$ cat config.mk
export PLATFORM = sky130hd
export DESIGN_NAME = rf_alu_seq_flat
export DESIGN_NICKNAME = d
export VERILOG_FILES = /design/src/rtl/rf_alu_seq_pkg.sv /design/src/rtl/rf_alu_seq_if.sv /design/src/rtl/rf_alu_seq_tagpipe.sv /design/src/rtl/rf_alu_seq.sv /design/src/flat_wrapper.sv
export SDC_FILE = /design/constraint.sdc
export NUM_CORES = 1
export LEC_CHECK = 0
export ABC_CLOCK_PERIOD_IN_PS = 4500
export BUFFER_PORTS_ARGS = -buffer_cell sky130_fd_sc_hd__buf_2
export CAP_MARGIN = 20
export CORE_ASPECT_RATIO = 1.1
export CORE_MARGIN = 1.5
export CORE_UTILIZATION = 50
export DETAILED_ROUTE_END_ITERATION = 8
export PLACE_DENSITY = 0.71
export SYNTH_ARGS = -nofsm -noshare
export SYNTH_HDL_FRONTEND = slang
export SYNTH_SLANG_ARGS = --single-unit
export TNS_END_PERCENT = 20
$ cat constraint.sdc
create_clock -name clk -period 4.5 [get_ports clk]
set_input_delay 0.675 -clock clk [delete_from_list [all_inputs] [get_ports clk]]
set_output_delay 0.675 -clock clk [all_outputs]
set_load 0.01 [all_outputs]
$ cat src/rtl/rf_alu_seq_pkg.sv
// rf_alu_seq_pkg: shared types and constants for the word-serial ALU sequencer.
//   op_e     : request opcode (ADD/SUB/AND/XOR), matches the 2-bit req_op encoding
//   state_e  : sequencer FSM states
//   ctrl_t   : per-digit ALU control bundle
//   DIGIT_W  : width of one ALU digit
//   ALU_LAT_DEFAULT : default input-to-output latency of the ALU slice
package rf_alu_seq_pkg;

   localparam int DIGIT_W         = 2;
   localparam int ALU_LAT_DEFAULT = 7;

   typedef enum logic [1:0] {
      OP_ADD = 2'd0,
      OP_SUB = 2'd1,
      OP_AND = 2'd2,
      OP_XOR = 2'd3
   } op_e;

   typedef enum logic [1:0] {
      ST_IDLE  = 2'd0,
      ST_ISSUE = 2'd1,
      ST_WAIT  = 2'd2,
      ST_RESP  = 2'd3
   } state_e;

   typedef struct packed {
      logic cmpl_y;
      logic op_and;
      logic op_xor;
      logic op_arith;
   } ctrl_t;

   function automatic logic op_is_arith(input op_e op);
      return (op == OP_ADD) || (op == OP_SUB);
   endfunction

   // ALU control lines for one issued digit of the given op.
   function automatic ctrl_t op_ctrl(input op_e op);
      ctrl_t c;
      c = '0;
      case (op)
         OP_ADD: c.op_arith = 1'b1;
         OP_SUB: begin
            c.op_arith = 1'b1;
            c.cmpl_y   = 1'b1;
         end
         OP_AND: c.op_and = 1'b1;
         OP_XOR: c.op_xor = 1'b1;
         default: c = '0;
      endcase
      return c;
   endfunction

endpackage

$ cat src/rtl/rf_alu_seq_if.sv
// rf_alu_seq_if: request/response bus between the instruction datapath and the
// sequencer.
//   req_valid/req_ready   : request handshake, carries req_op, req_a, req_b, req_cin
//   resp_valid/resp_ready : response handshake, carries resp_z, resp_cout, resp_ovf
//   master modport : the datapath side issuing requests
//   slave modport  : the sequencer side serving them
interface rf_alu_seq_if #(
   parameter int WORD_W = 8
);
   logic              req_valid;
   logic              req_ready;
   logic [1:0]        req_op;
   logic [WORD_W-1:0] req_a;
   logic [WORD_W-1:0] req_b;
   logic              req_cin;
   logic              resp_valid;
   logic              resp_ready;
   logic [WORD_W-1:0] resp_z;
   logic              resp_cout;
   logic              resp_ovf;

   modport master (
      output req_valid, req_op, req_a, req_b, req_cin, resp_ready,
      input  req_ready, resp_valid, resp_z, resp_cout, resp_ovf
   );

   modport slave (
      input  req_valid, req_op, req_a, req_b, req_cin, resp_ready,
      output req_ready, resp_valid, resp_z, resp_cout, resp_ovf
   );
endinterface

$ cat src/rtl/rf_alu_seq_tagpipe.sv
// rf_alu_seq_tagpipe: LAT-deep shift register of {valid, digit index} that
// travels alongside the ALU pipeline, so a returning digit is recognised and
// placed without trusting the ALU outputs themselves.
//   clk, rst_n        : clock, asynchronous active-low clear
//   in_valid, in_idx  : tag of the digit issued this cycle
//   out_valid, out_idx: tag of the digit whose result is on the ALU outputs now
module rf_alu_seq_tagpipe #(
   parameter int LAT   = 7,
   parameter int IDX_W = 2
) (
   input  logic             clk,
   input  logic             rst_n,
   input  logic             in_valid,
   input  logic [IDX_W-1:0] in_idx,
   output logic             out_valid,
   output logic [IDX_W-1:0] out_idx
);

   logic [LAT-1:0]   valid_reg;
   logic [IDX_W-1:0] idx_reg [LAT];

   always_ff @(posedge clk or negedge rst_n) begin
      if (!rst_n) begin
         valid_reg <= '0;
         for (int i = 0; i < LAT; i++) begin
            idx_reg[i] <= '0;
         end
      end else begin
         valid_reg[0] <= in_valid;
         idx_reg[0]   <= in_idx;
         for (int i = 1; i < LAT; i++) begin
            valid_reg[i] <= valid_reg[i-1];
            idx_reg[i]   <= idx_reg[i-1];
         end
      end
   end

   assign out_valid = valid_reg[LAT-1];
   assign out_idx   = idx_reg[LAT-1];

endmodule

$ cat src/rtl/rf_alu_seq.sv
// rf_alu_seq: word-serial sequencer in front of a 2-bit pipelined RSFQ ALU slice.
// Splits a WORD_W-bit ADD/SUB/AND/XOR into WORD_W/2 digits (LSD first), chains
// carries for arithmetic ops, and reassembles the returned digits into a word.
//   clk, rst_n  : clock, asynchronous active-low reset
//   bus         : request/response bus (slave side)
//   alu_xin, alu_yin, alu_carry_in, alu_end_bar, alu_cmpl_x, alu_cmpl_y,
//   alu_op_and, alu_op_xor, alu_op_arith : digit and controls to the ALU slice
//   alu_zout, alu_carry_out, alu_overflow: results returning ALU_LAT cycles later
module rf_alu_seq
   import rf_alu_seq_pkg::*;
#(
   parameter int WORD_W  = 8,
   parameter int ALU_LAT = ALU_LAT_DEFAULT
) (
   input  logic               clk,
   input  logic               rst_n,
   rf_alu_seq_if.slave        bus,
   output logic [DIGIT_W-1:0] alu_xin,
   output logic [DIGIT_W-1:0] alu_yin,
   output logic               alu_carry_in,
   output logic               alu_end_bar,
   output logic               alu_cmpl_x,
   output logic               alu_cmpl_y,
   output logic               alu_op_and,
   output logic               alu_op_xor,
   output logic               alu_op_arith,
   input  logic [DIGIT_W-1:0] alu_zout,
   input  logic               alu_carry_out,
   input  logic               alu_overflow
);

   localparam int N     = WORD_W / DIGIT_W;
   localparam int IDX_W = (N > 1) ? $clog2(N) : 1;
   localparam logic [IDX_W-1:0] LAST_IDX = IDX_W'(N - 1);

   state_e             state_reg;
   op_e                op_reg;
   logic [WORD_W-1:0]  a_reg;
   logic [WORD_W-1:0]  b_reg;
   logic [IDX_W-1:0]   idx_reg;
   logic [DIGIT_W-1:0] xin_reg;
   logic [DIGIT_W-1:0] yin_reg;
   logic               carry_in_reg;
   logic               issue_reg;
   ctrl_t              ctrl_reg;
   logic               req_ready_reg;
   logic               resp_valid_reg;
   logic [WORD_W-1:0]  resp_z_reg;
   logic               resp_cout_reg;
   logic               resp_ovf_reg;

   logic               tag_valid;
   logic [IDX_W-1:0]   tag_idx;
   logic [IDX_W-1:0]   next_idx;

   // Tag follows the digit on the ALU inputs this cycle.
   rf_alu_seq_tagpipe #(
      .LAT   (ALU_LAT),
      .IDX_W (IDX_W)
   ) u_tagpipe (
      .clk       (clk),
      .rst_n     (rst_n),
      .in_valid  (issue_reg),
      .in_idx    (idx_reg),
      .out_valid (tag_valid),
      .out_idx   (tag_idx)
   );

   // Arithmetic ops resume from the returning digit; logic ops stream from
   // the digit currently being issued.
   always_comb begin
      next_idx = idx_reg + 1'b1;
      if (state_reg == ST_WAIT) begin
         next_idx = tag_idx + 1'b1;
      end
   end

   always_ff @(posedge clk or negedge rst_n) begin
      if (!rst_n) begin
         state_reg      <= ST_IDLE;
         op_reg         <= OP_ADD;
         a_reg          <= '0;
         b_reg          <= '0;
         idx_reg        <= '0;
         xin_reg        <= '0;
         yin_reg        <= '0;
         carry_in_reg   <= 1'b0;
         issue_reg      <= 1'b0;
         ctrl_reg       <= '0;
         req_ready_reg  <= 1'b0;
         resp_valid_reg <= 1'b0;
         resp_z_reg     <= '0;
         resp_cout_reg  <= 1'b0;
         resp_ovf_reg   <= 1'b0;
      end else begin
         // The slice reads an absent pulse as 0, so every non-issue cycle
         // drives all ALU lines low.
         issue_reg    <= 1'b0;
         xin_reg      <= '0;
         yin_reg      <= '0;
         carry_in_reg <= 1'b0;
         ctrl_reg     <= '0;

         if (tag_valid) begin
            resp_z_reg[DIGIT_W*tag_idx +: DIGIT_W] <= alu_zout;
         end

         case (state_reg)
            ST_IDLE: begin
               req_ready_reg <= 1'b1;
               if (bus.req_valid && req_ready_reg) begin
                  req_ready_reg <= 1'b0;
                  op_reg        <= op_e'(bus.req_op);
                  a_reg         <= bus.req_a;
                  b_reg         <= bus.req_b;
                  idx_reg       <= '0;
                  issue_reg     <= 1'b1;
                  xin_reg       <= bus.req_a[DIGIT_W-1:0];
                  yin_reg       <= bus.req_b[DIGIT_W-1:0];
                  carry_in_reg  <= op_is_arith(op_e'(bus.req_op)) & bus.req_cin;
                  ctrl_reg      <= op_ctrl(op_e'(bus.req_op));
                  state_reg     <= ST_ISSUE;
               end
            end

            ST_ISSUE: begin
               if (!op_is_arith(op_reg) && (idx_reg != LAST_IDX)) begin
                  idx_reg   <= next_idx;
                  issue_reg <= 1'b1;
                  xin_reg   <= a_reg[DIGIT_W*next_idx +: DIGIT_W];
                  yin_reg   <= b_reg[DIGIT_W*next_idx +: DIGIT_W];
                  ctrl_reg  <= op_ctrl(op_reg);
               end else begin
                  state_reg <= ST_WAIT;
               end
            end

            ST_WAIT: begin
               if (tag_valid) begin
                  if (tag_idx == LAST_IDX) begin
                     resp_valid_reg <= 1'b1;
                     resp_cout_reg  <= op_is_arith(op_reg) & alu_carry_out;
                     resp_ovf_reg   <= op_is_arith(op_reg) & alu_overflow;
                     state_reg      <= ST_RESP;
                  end else if (op_is_arith(op_reg)) begin
                     // Carry of digit k goes straight into digit k+1.
                     idx_reg      <= next_idx;
                     issue_reg    <= 1'b1;
                     xin_reg      <= a_reg[DIGIT_W*next_idx +: DIGIT_W];
                     yin_reg      <= b_reg[DIGIT_W*next_idx +: DIGIT_W];
                     carry_in_reg <= alu_carry_out;
                     ctrl_reg     <= op_ctrl(op_reg);
                     state_reg    <= ST_ISSUE;
                  end
               end
            end

            ST_RESP: begin
               if (bus.resp_ready) begin
                  resp_valid_reg <= 1'b0;
                  req_ready_reg  <= 1'b1;
                  state_reg      <= ST_IDLE;
               end
            end

            default: state_reg <= ST_IDLE;
         endcase
      end
   end

   assign bus.req_ready  = req_ready_reg;
   assign bus.resp_valid = resp_valid_reg;
   assign bus.resp_z     = resp_z_reg;
   assign bus.resp_cout  = resp_cout_reg;
   assign bus.resp_ovf   = resp_ovf_reg;

   assign alu_xin      = xin_reg;
   assign alu_yin      = yin_reg;
   assign alu_carry_in = carry_in_reg;
   assign alu_end_bar  = issue_reg;
   assign alu_cmpl_x   = 1'b0;
   assign alu_cmpl_y   = ctrl_reg.cmpl_y;
   assign alu_op_and   = ctrl_reg.op_and;
   assign alu_op_xor   = ctrl_reg.op_xor;
   assign alu_op_arith = ctrl_reg.op_arith;

endmodule
$ cat src/flat_wrapper.sv
// flat-port wrapper written by rule: the top's interface ports become plain ports
module rf_alu_seq_flat import rf_alu_seq_pkg::*;
#(
   parameter int WORD_W  = 8,
   parameter int ALU_LAT = ALU_LAT_DEFAULT
)
  (clk, rst_n, alu_xin, alu_yin, alu_carry_in, alu_end_bar, alu_cmpl_x, alu_cmpl_y, alu_op_and, alu_op_xor, alu_op_arith, alu_zout, alu_carry_out, alu_overflow, bus_req_valid, bus_req_op, bus_req_a, bus_req_b, bus_req_cin, bus_resp_ready, bus_req_ready, bus_resp_valid, bus_resp_z, bus_resp_cout, bus_resp_ovf);
  rf_alu_seq_if #(.WORD_W(WORD_W)) bus_i ();
  input  logic clk;
  input  logic rst_n;
  output logic [DIGIT_W-1:0] alu_xin;
  output logic [DIGIT_W-1:0] alu_yin;
  output logic alu_carry_in;
  output logic alu_end_bar;
  output logic alu_cmpl_x;
  output logic alu_cmpl_y;
  output logic alu_op_and;
  output logic alu_op_xor;
  output logic alu_op_arith;
  input  logic [DIGIT_W-1:0] alu_zout;
  input  logic alu_carry_out;
  input  logic alu_overflow;
  input wire logic [$bits(bus_i.req_valid)-1:0] bus_req_valid;
  input wire logic [$bits(bus_i.req_op)-1:0] bus_req_op;
  input wire logic [$bits(bus_i.req_a)-1:0] bus_req_a;
  input wire logic [$bits(bus_i.req_b)-1:0] bus_req_b;
  input wire logic [$bits(bus_i.req_cin)-1:0] bus_req_cin;
  input wire logic [$bits(bus_i.resp_ready)-1:0] bus_resp_ready;
  output wire logic [$bits(bus_i.req_ready)-1:0] bus_req_ready;
  output wire logic [$bits(bus_i.resp_valid)-1:0] bus_resp_valid;
  output wire logic [$bits(bus_i.resp_z)-1:0] bus_resp_z;
  output wire logic [$bits(bus_i.resp_cout)-1:0] bus_resp_cout;
  output wire logic [$bits(bus_i.resp_ovf)-1:0] bus_resp_ovf;
  assign bus_i.req_valid = bus_req_valid;
  assign bus_i.req_op = bus_req_op;
  assign bus_i.req_a = bus_req_a;
  assign bus_i.req_b = bus_req_b;
  assign bus_i.req_cin = bus_req_cin;
  assign bus_i.resp_ready = bus_resp_ready;
  assign bus_req_ready = bus_i.req_ready;
  assign bus_resp_valid = bus_i.resp_valid;
  assign bus_resp_z = bus_i.resp_z;
  assign bus_resp_cout = bus_i.resp_cout;
  assign bus_resp_ovf = bus_i.resp_ovf;
  rf_alu_seq #(.WORD_W(WORD_W), .ALU_LAT(ALU_LAT)) u_core (.clk(clk), .rst_n(rst_n), .bus(bus_i), .alu_xin(alu_xin), .alu_yin(alu_yin), .alu_carry_in(alu_carry_in), .alu_end_bar(alu_end_bar), .alu_cmpl_x(alu_cmpl_x), .alu_cmpl_y(alu_cmpl_y), .alu_op_and(alu_op_and), .alu_op_xor(alu_op_xor), .alu_op_arith(alu_op_arith), .alu_zout(alu_zout), .alu_carry_out(alu_carry_out), .alu_overflow(alu_overflow));
endmodule
* After elaboration in Yosys (flattened, before gate mapping)
Cells that the tools add are included.
** Cells by class
- Add/sub/neg operators :: 3
- Bitwise operators :: 3
- Shifts and indexed selects :: 4
- Muxes and demuxes :: 59
- Equality and inequality tests :: 20
- Reduce and logical (&&, ||, !) cells :: 19
** Operators with widths (number)
- two-way mux 2 bit :: 22
- negation 3 -> 34 bit :: 1
- variable shift 2 x 34 -> 8 bit, first input constant :: 1
- indexed part select 2 x 34 -> 8 bit :: 1
- two-way mux 1 bit :: 22
- two-way mux 4 bit :: 5
- one-hot mux 2 bit (3 select lines) :: 3
- indexed part select 8 x 4 -> 2 bit :: 2
- equality test 2 bit, second input constant :: 7
- inequality test 2 bit, second input constant :: 7
- one-hot mux 4 bit (3 select lines) :: 1
- bitwise mux 8 bit :: 1
- one-hot mux 2 bit (4 select lines) :: 1
- equality test 2 x 1 -> 1 bit, second input constant :: 3
- zero test 2 bit :: 3
- one-hot mux 1 bit (2 select lines) :: 3
- AND reduction 6 bit :: 1
- AND reduction 5 bit :: 1
- adder 2 x 1 -> 2 bit, second input constant :: 2
- inequality test 2 x 1 -> 1 bit, second input constant :: 2
- AND reduction 2 bit :: 2
- AND reduction 4 bit :: 1
- nonzero test 2 bit :: 2
- OR reduction 2 bit :: 2
- other kinds (8) :: 12
** Word-level totals
- Input port bits :: 27
- Register bits :: 65
- Logic and storage cells :: 134

* Depth between registers and ports, before layout
Gate-level depths: netlist of run 1.
- Depth after elaboration :: 7
- Depth in mapped cells :: 7

* Hierarchy
From an unflattened synthesis of run 1, not the netlist that was laid out.
** Unflattened totals
- Cells, all modules :: 251
- Area, all modules :: 2693.8 um^2
** By module, submodules not included
- rf_alu_seq :: times used 1, cells each 228, area an instance 2153.3 um^2
- rf_alu_seq_tagpipe :: times used 1, cells each 23, area an instance 540.5 um^2

* Worst setup path before layout of run 1
No wires, ideal clock.
- Path kind :: flip-flop to flip-flop
- Start :: register u_core.state_reg[0]
- End :: register u_core.xin_reg[0] (netlist: u_core.alu_xin[0])
- Setup slack :: 2547 ps
- Data arrival time :: 1832 ps
- Stages on the path, launching flop included :: 7
- Buffers on the path :: 1
- Required time :: 4379 ps
- Clock period less this slack :: 1953 ps
- Path through :: dfrtp_1 > inv_1 > ha_1 > buf_6 > mux2i_4 > mux4_2 > a22o_1
** On the way
- Word-level cells in the longest chain between the ends :: 7
- Elaborated cells between the ends (all ways) :: 10
** RTL lines
- start, declared :: line rf_alu_seq.sv:36 : state_e state_reg;
- start signal, assigned :: line rf_alu_seq.sv:80 : state_reg <= ST_IDLE;
- start signal, assigned :: line rf_alu_seq.sv:122 : state_reg <= ST_ISSUE;
- start signal, assigned :: line rf_alu_seq.sv:134 : state_reg <= ST_WAIT;
- equality test 2 bit :: line rf_alu_seq.sv:73, rf_alu_seq.sv:108
- two-way mux 2 bit :: line rf_alu_seq.sv:73 : if (state_reg == ST_WAIT) begin
- indexed part select 8 x 4 -> 2 bit :: line rf_alu_seq.sv:130, rf_alu_seq.sv:149
- two-way mux 2 bit :: line rf_alu_seq.sv:145 : end else if (op_is_arith(op_reg)) begin
- two-way mux 2 bit :: line rf_alu_seq.sv:140 : if (tag_idx == LAST_IDX) begin
- two-way mux 2 bit :: line rf_alu_seq.sv:139 : if (tag_valid) begin
- one-hot mux 2 bit (3 select lines) (*) :: line rf_alu_seq.sv:108 : case (state_reg)
- end signal, assigned :: line rf_alu_seq.sv:118 : xin_reg <= bus.req_a[DIGIT_W-1:0];
- end signal, assigned :: line rf_alu_seq.sv:130 : xin_reg <= a_reg[DIGIT_W*next_idx +: DIGIT_W];
- end signal, assigned :: line rf_alu_seq.sv:149 : xin_reg <= a_reg[DIGIT_W*next_idx +: DIGIT_W];
- end, declared :: line rf_alu_seq.sv:41 : logic [DIGIT_W-1:0] xin_reg;
Every way passes the cells marked *; elsewhere a longest branch is shown, timed or not.
A chain may end at the register's enable or synchronous reset.

* Final worst setup path of run 1
- Start :: register u_core.state_reg[0]
- End :: register u_core.yin_reg[0] (netlist: u_core.alu_yin[0])
** On the way
- Word-level cells in the longest chain between the ends :: 7
- Elaborated cells between the ends (all ways) :: 10
** RTL lines
- equality test 2 bit :: line rf_alu_seq.sv:73, rf_alu_seq.sv:108
- two-way mux 2 bit :: line rf_alu_seq.sv:73
- indexed part select 8 x 4 -> 2 bit :: line rf_alu_seq.sv:131, rf_alu_seq.sv:150
- two-way mux 2 bit :: line rf_alu_seq.sv:145
- two-way mux 2 bit :: line rf_alu_seq.sv:140
- two-way mux 2 bit :: line rf_alu_seq.sv:139
- one-hot mux 2 bit (3 select lines) (*) :: line rf_alu_seq.sv:108
- end signal, assigned :: line rf_alu_seq.sv:119 : yin_reg <= bus.req_b[DIGIT_W-1:0];
- end signal, assigned :: line rf_alu_seq.sv:131 : yin_reg <= b_reg[DIGIT_W*next_idx +: DIGIT_W];
- end signal, assigned :: line rf_alu_seq.sv:150 : yin_reg <= b_reg[DIGIT_W*next_idx +: DIGIT_W];
- end, declared :: line rf_alu_seq.sv:42 : logic [DIGIT_W-1:0] yin_reg;
Marked as above.

==> results of run 1 <==
## cells in the mapped netlist
cell / instances
a21bo_2: 1
a21oi_1: 6
a21oi_2: 1
a22o_1: 3
a22o_2: 1
a2bb2oi_1: 1
a31oi_1: 1
a32o_1: 1
a32oi_1: 3
a41oi_1: 1
and3_1: 2
buf_1: 1
buf_2: 1
buf_4: 1
buf_6: 3
clkbuf_1: 3
conb_1: 1
dfrtp_1: 65
ha_1: 11
inv_1: 7
mux2_2: 1
mux2i_1: 3
mux2i_4: 1
mux4_1: 1
mux4_2: 3
nand2_1: 82
nand2b_1: 2
nand3_1: 8
nand4_1: 2
nor2_1: 14
nor2b_1: 4
nor3b_1: 1
o21ai_0: 11
o22a_1: 1
o32a_1: 1
xor2_1: 1
## cell usage in the layout (no fill, tap or decap), types with 2 or more instances in the layout
cell      synthesis  layout
a21oi_1           6       6
a22o_1            3       3
a32oi_1           3       3
and3_1            2       2
buf_2             1      48
clkbuf_8          0      11
dfrtp_1          65      65
ha_1             11      11
inv_1             7       7
mux2i_1           3       3
mux4_2            3       3
nand2_1          82      82
nand2b_1          2       2
nand3_1           8       8
nand4_1           2       2
nor2_1           14      14
nor2b_1           4       4
o21ai_0          11      11
## logic make-up (layout without fill, tap and decap cells)
logic type      Yosys count  count (layout)  share of synthesized area
simple gates            115             115                      0.174
flops                    65              65                      0.600
compound gates           32              32                     0.0808
buf+inv                  16              72                     0.0323
fa+ha+maj                11              11                     0.0508
mux                       9               9                     0.0581
other cells               1               1                    0.00138
xor+xnor                  1               1                    0.00323
## routing by layer
metal | vias to the layer above | track usage | share of wire
met5 | - | 0 | 0
li1 | 934 | - | -
met1 | 875 | 0.234 | 0.44
met2 | 57 | 0.287 | 0.48
met3 | 10 | 0.0703 | 0.062
met4 | 0 | 0.106 | 0.020
## power groups by stage
stage / clock [mW] / sequential (mW) / combinational, mW
after floorplan: 0 / 0.951 / 0.556
after global placement: 0 / 0.952 / 0.731
after detailed placement: 0 / 0.964 / 0.744
after CTS: 0.513 / 0.953 / 0.751
after global routing: 0.546 / 0.979 / 0.840
final: 0.504 / 0.950 / 0.743
## final cells by class
class | instances | area share
tap | 72 | 0.0282
multi-input combinational | 169 | 0.312
sequential | 65 | 0.509
clock buffer | 12 | 0.0486
clock inverter | 4 | 0.0161
timing repair buffer | 49 | 0.0776
inverter | 7 | 0.00823
## worst max path at each step
stage	from	to	slack, ps
floorplan	u_core.state_reg[0]$_DFFE_PN0P_	u_core.alu_xin[0]$_DFF_PN0_	2550
global placement	u_core.state_reg[0]$_DFFE_PN0P_	u_core.alu_yin[0]$_DFF_PN0_	2300
detailed placement	u_core.state_reg[0]$_DFFE_PN0P_	u_core.alu_xin[0]$_DFF_PN0_	2210
CTS	u_core.state_reg[0]$_DFFE_PN0P_	u_core.alu_yin[0]$_DFF_PN0_	2200
global route	u_core.state_reg[0]$_DFFE_PN0P_	u_core.alu_yin[1]$_DFF_PN0_	2100
finish	u_core.state_reg[0]$_DFFE_PN0P_	u_core.alu_yin[0]$_DFF_PN0_	2210
## through the flow
stage | instances | total power, mW | util | cell area [um^2]
detailed placement | 362 | 1.71 | 0.586 | 2990
finish | 378 | 2.20 | 0.626 | 3190
global placement | 362 | 1.68 | 0.586 | 2990
global route | 378 | 2.37 | 0.626 | 3190
CTS | 378 | 2.22 | 0.626 | 3190
floorplan | 250 | 1.51 | - | 2710
==> impl_results.md, run 1 <==
* CP delay by family, top: multiplexers
* Sw Ratio at 0.352
* Htree depth at 3
* Max_slew headroom at 0.490
* Multi-input gate area at 997 um^2
* Worst Clk Skew at 10.3 ps
* Fmax at 437 MHz
* Vias per Instance at 4.96
* Post-synthesis sequential area ratio at 0.600
* CP Cell Sequence: inv_1, ha_1, mux2i_4, mux4_1, nand2_1, a21oi_2
* Seq pwr share at 0.432
* RSZ-0062 raised after global routing: no
* I/O Pins at 50
* Fillcell total at 412
* Period utilization at 0.508
* Synth Register Bits at 65
* Initial antenna violation count at 0
* P_sw at between 0.7 and 0.8 mW
* Power per Cell Area at 688 mW/mm^2
* Reg2Reg Depth at 6
* Clock power frac at 0.229
* Syn Area/Cell at 10.8 um^2
* Largest area contributor in the netlist: dfrtp_1
* Port Buf Inserts at 48
* Routed len/inst at 12.9 um
* FF-to-FF setup slack at 2210 ps
* Core area at 0.00510 mm^2
* Slack of the critical path at 2210 ps
* Peak VDD IR at 0.000339 V
* CTS max path bufs at 2
* Fin nets at between 300 and 400
* Total GRT Usage at 0.190
* Tightest Pin Transition at 763 ps
* Cts bufs inserted at 9
* Place WS at between 2000 and 2500 ps
* Setup Viol. Count Final at 0
* Post-CTS setup buffers at 0
* Synth top area share at 0.600
* Die H at between 80 and 90 um
* Global-route wire length before repair at ~8 mm
* Worst-path clk slew at approximately 70 ps
* Post-synthesis cell count at between 200 and 300
* Syn Std Cell Area at between 0.002 and 0.003 mm^2
* HP Class: register to register
* Post-Syn Nets at 288
* DRC at 0
* Worst path slowest cell: mux4_1
* ANT nets after route at 0
* Clock sinks at 65
* Placement Rows at 27
* CP Capture Type: register
* Worst Hold Depth at 0
* Fin. Hold Viols at 0
* Clk Latency, worst-skew pair at 340 ps
* Worst Hold Path EP: u_core.u_tagpipe.idx_reg[9]$_DFF_PN0_
* Pre-Repair DR Iteration Count at 4
* Critical Path RT at 4710 ps
* Total Wirelength at a little under 5 mm
* Vias after detailed routing at 1876
* Comb pwr share at 0.338
* Initial core utilization at 0.532
* Max-cap violation count at 0
* Hold Startpoint: u_core.u_tagpipe.idx_reg[11]$_DFF_PN0_
* Share of cells above drive strength 1 at 0.235
* CP startpoint kind: register
* Die width at 73.2 um
* Total grt overflow at 0
* Largest register FFs at 12
* Dominant cells by area after synthesis: dfrtp_1, nand2_1, ha_1, mux4_2, o21ai_0
* Max-slew violations at 0
* Min Hold Slack at 347 ps
* CTS Hold Bufs at 0
* RePlAce Congestion at 0.836
* Status: completed
* Root Driver: clkbuf_8
* Worst path depth at 6
* Leakage at around 1.6 nW
* Die area at about 0.0059 mm^2
* FF-to-FF End: u_core.alu_yin[0]$_DFF_PN0_
* Reg area at 0.00163 mm^2
* DP Wirelength at 3.37 mm
* Critical path class: register to register
* Largest net degree at the start of global routing at 66
* Crit path DAT at 2500 ps
* Vias in the first global route at about 1800
* Initial DRC Count at 143
* Diode count at 0
* Setup TNS at 0 ps
* Worst path bufs/invs at 1
* Max Fanout on Critical Path at 8
* Post_cts resized at 0
* Internal power at 1.43 mW
* Yosys Warn Count at 0
* CTS tree: yes
* Max stage delay on crit path at 590 ps
* Post-synthesis cell type count at 36
* Layout area overhead at 17.8%
* RR Startpoint: u_core.state_reg[0]$_DFFE_PN0P_
* Tmin final at between 2000 and 2500 ps
Note: power is estimated with default switching activity, not from simulation.
==> run 2: changes to the inputs <==
- ABC_CLOCK_PERIOD_IN_PS: 4500 -> 2400
- clock period: 4.5 -> 2.4 ns (I/O delays scaled with it)
==> run 2 against run 1 <==
Clock skew grew 1.0 ps. Register-to-register slack lost 1900 ps. Clock-buffer cell count grew 1. Worst setup slack lost 1900 ps. Non-clock buffer count grew 5. Total power grew 93%. Critical endpoint unchanged. Largest power group unchanged.
==> impl_results.md, run 2 (same netlist as run 1, synthesis figures left out) <==
* Status: completed
* Power per Cell Area at 1310 mW/mm^2
* Tmin final at slightly above 2000 ps
* Core area at 0.00510 mm^2
* Slack of the critical path at 331 ps
* Most frequent cells in the layout: nand2_1, dfrtp_1, buf_2
* Initial core utilization at 0.532
* GRT busiest layer: met2
* Vias after detailed routing at 1882
* CP startpoint kind: register
* Fin. Hold Viols at 0
* Largest register FFs at 12
* RePlAce Congestion at 0.859
* Cts bufs inserted at 9
* Share of cells above drive strength 1 at 0.245
* Clock power frac at 0.244
* Layout area overhead at 20.0%
* Port Buf Inserts at between 40 and 50
* Crit path DAT at 2260 ps
* Post-CTS setup buffers at 0
* RR Startpoint: u_core.state_reg[0]$_DFFE_PN0P_
* Critical path endpoint: u_core.alu_yin[0]$_DFF_PN0_
* Die width at 73.2 um
* CTS tree: yes
* Worst-path clk slew at about 70 ps
* I/O Pins at 50
* Final non-filler cell area at roughly 0.0033 mm^2
* Sw Ratio at 0.332
* Place WS at between 300 and 400 ps
* Diode count at 0
* HP Class: input port to asynchronous set/reset pin
* Tightest Pin Transition at 770 ps
* Post_cts resized at 0
* P_sw at 1.41 mW
* Met2 usage at 0.273
* Vias per Instance at 4.93
* CP Cell Sequence: inv_1, ha_1, mux2i_4, mux4_1, nand2_1, a21oi_2
* Total Wirelength at 4.73 mm
* CP Capture Type: register
* Commonest non-fill, non-tap cell in the layout: nand2_1
* Peak VDD IR at ~0.00067 V
* Post-DP Area at 0.00303 mm^2
* Placement Rows at 27
* Comb pwr share at 0.336
* Max stage delay on crit path at 590 ps
* Initial DRC Count at 86
* Critical path class: register to register
* RSZ-0062 raised after global routing: no
* DP Wirelength at 3.26 mm
* Max Fanout on Critical Path at 6
* DRC at 0
* Seq pwr share at 0.420
* Met3 Use GR at 0.0652
* ANT nets after route at 0
* Fillcell total at 400
* Multi-input gate area at around 1000 um^2
* Leakage at 1.69 nW
* Clk Latency, worst-skew pair at 340 ps
* Reg area at 0.00163 mm^2
* Setup Viol. Count Final at 0
* Total GRT Usage at 0.184
* CTS Hold Bufs at 0
* FF-to-FF setup slack at 330 ps
* Worst Clk Skew at between 10 and 15 ps
* Total grt overflow at 0
* Global-route wire length before repair at 8.00 mm
* Root Driver: clkbuf_8
* Setup TNS at 0 ps
* M1 GR Usage at 0.237
* Die H at around 80 um
* FF-to-FF End: u_core.alu_yin[0]$_DFF_PN0_
* Initial antenna violation count at 0
* Fin nets at 344
* Worst setup path startpoint: u_core.state_reg[0]$_DFFE_PN0P_
* Internal power at 2.84 mW
* Htree depth at 3
* Period utilization at 0.862
* Worst path slowest cell: mux4_1
* Routed len/inst at 12.4 um
* Pre-Repair DR Iteration Count at 4
* Vias in the first global route at 1796
* Fmax at 483 MHz
* Max_slew headroom at 0.487
* Clock sinks at 65
* Largest net degree at the start of global routing at 66
* Reg2Reg Depth at 6
* Critical Path RT at 2600 ps
* CTS max path bufs at 2
* Die area at roughly 0.0059 mm^2
* Max-slew violations at 0
* Max-cap violation count at 0
run 2: cell count changes in the layout (fill, tap and decap cells not counted):
| cell | delta |
|---|---|
| clkinv_2 | -1 |
| buf_4 | +5 |
| bufinv_16 | +1 |
| clkinvlp_4 | -1 |
| clkbuf_8 | +1 |
| clkinv_4 | -1 |
run 2: critical path, delay by kind of cell, from the launching register on:
kind / cells / cell delay (ps)
multiplexers: 2 / 990
flip-flops: 1 / 430
adder cells (fa/ha/maj): 1 / 240
buffers and inverters: 1 / 120
AND/OR/NAND/NOR: 1 / 100
AO/OA/AOI/OAI: 1 / 50
run 2: power groups by stage:
| stage | logic (mW) | registers, mW | clock network, mW |
|---|---|---|---|
| after floorplan | 1.04 | 1.78 | 0 |
| after global placement | 1.41 | 1.78 | 0 |
| after detailed placement | 1.44 | 1.80 | 0 |
| after CTS | 1.44 | 1.79 | 1.07 |
| after global routing | 1.62 | 1.84 | 1.11 |
| final | 1.43 | 1.78 | 1.04 |
run 2: per-stage QoR:
step	cells	hold slack [ps]	power (mW)	util
floorplan	250	64.4	2.83	-
global placement	367	332	3.20	0.593
detailed placement	367	336	3.24	0.593
CTS	382	193	4.29	0.638
global route	382	198	4.58	0.638
finish	382	187	4.25	0.638
run 2: worst min path at each step:
| stage | from | endpoint | cells past startpoint |
|---|---|---|---|
| floorplan | rst_n | u_core.a_reg[0]$_DFFE_PN0P_ | 0 |
| global placement | u_core.u_tagpipe.idx_reg[6]$_DFF_PN0_ | u_core.u_tagpipe.idx_reg[4]$_DFF_PN0_ | 0 |
| detailed placement | u_core.u_tagpipe.valid_reg[0]$_DFF_PN0_ | u_core.u_tagpipe.valid_reg[1]$_DFF_PN0_ | 0 |
| CTS | bus_req_b[5] | u_core.b_reg[5]$_DFFE_PN0P_ | 3 |
| global route | bus_req_a[7] | u_core.a_reg[7]$_DFFE_PN0P_ | 3 |
| finish | rst_n | u_core.bus.resp_z[0]$_DFFE_PN0P_ | 2 |
run 2: cell type report:
type / instances / area share
Sequential cell: 65 / 0.500
Multi-Input combinational cell: 169 / 0.306
Timing Repair Buffer: 54 / 0.0877
Clock buffer: 13 / 0.0519
Tap cell: 72 / 0.0277
Clock inverter: 2 / 0.0185
Inverter: 7 / 0.00807
run 2: layer usage:
layer / vias to the layer above / share of wire
met5: - / 0
met4: 0 / 0.010
met3: 8 / 0.067
met2: 60 / 0.47
met1: 875 / 0.45
li1: 939 / -
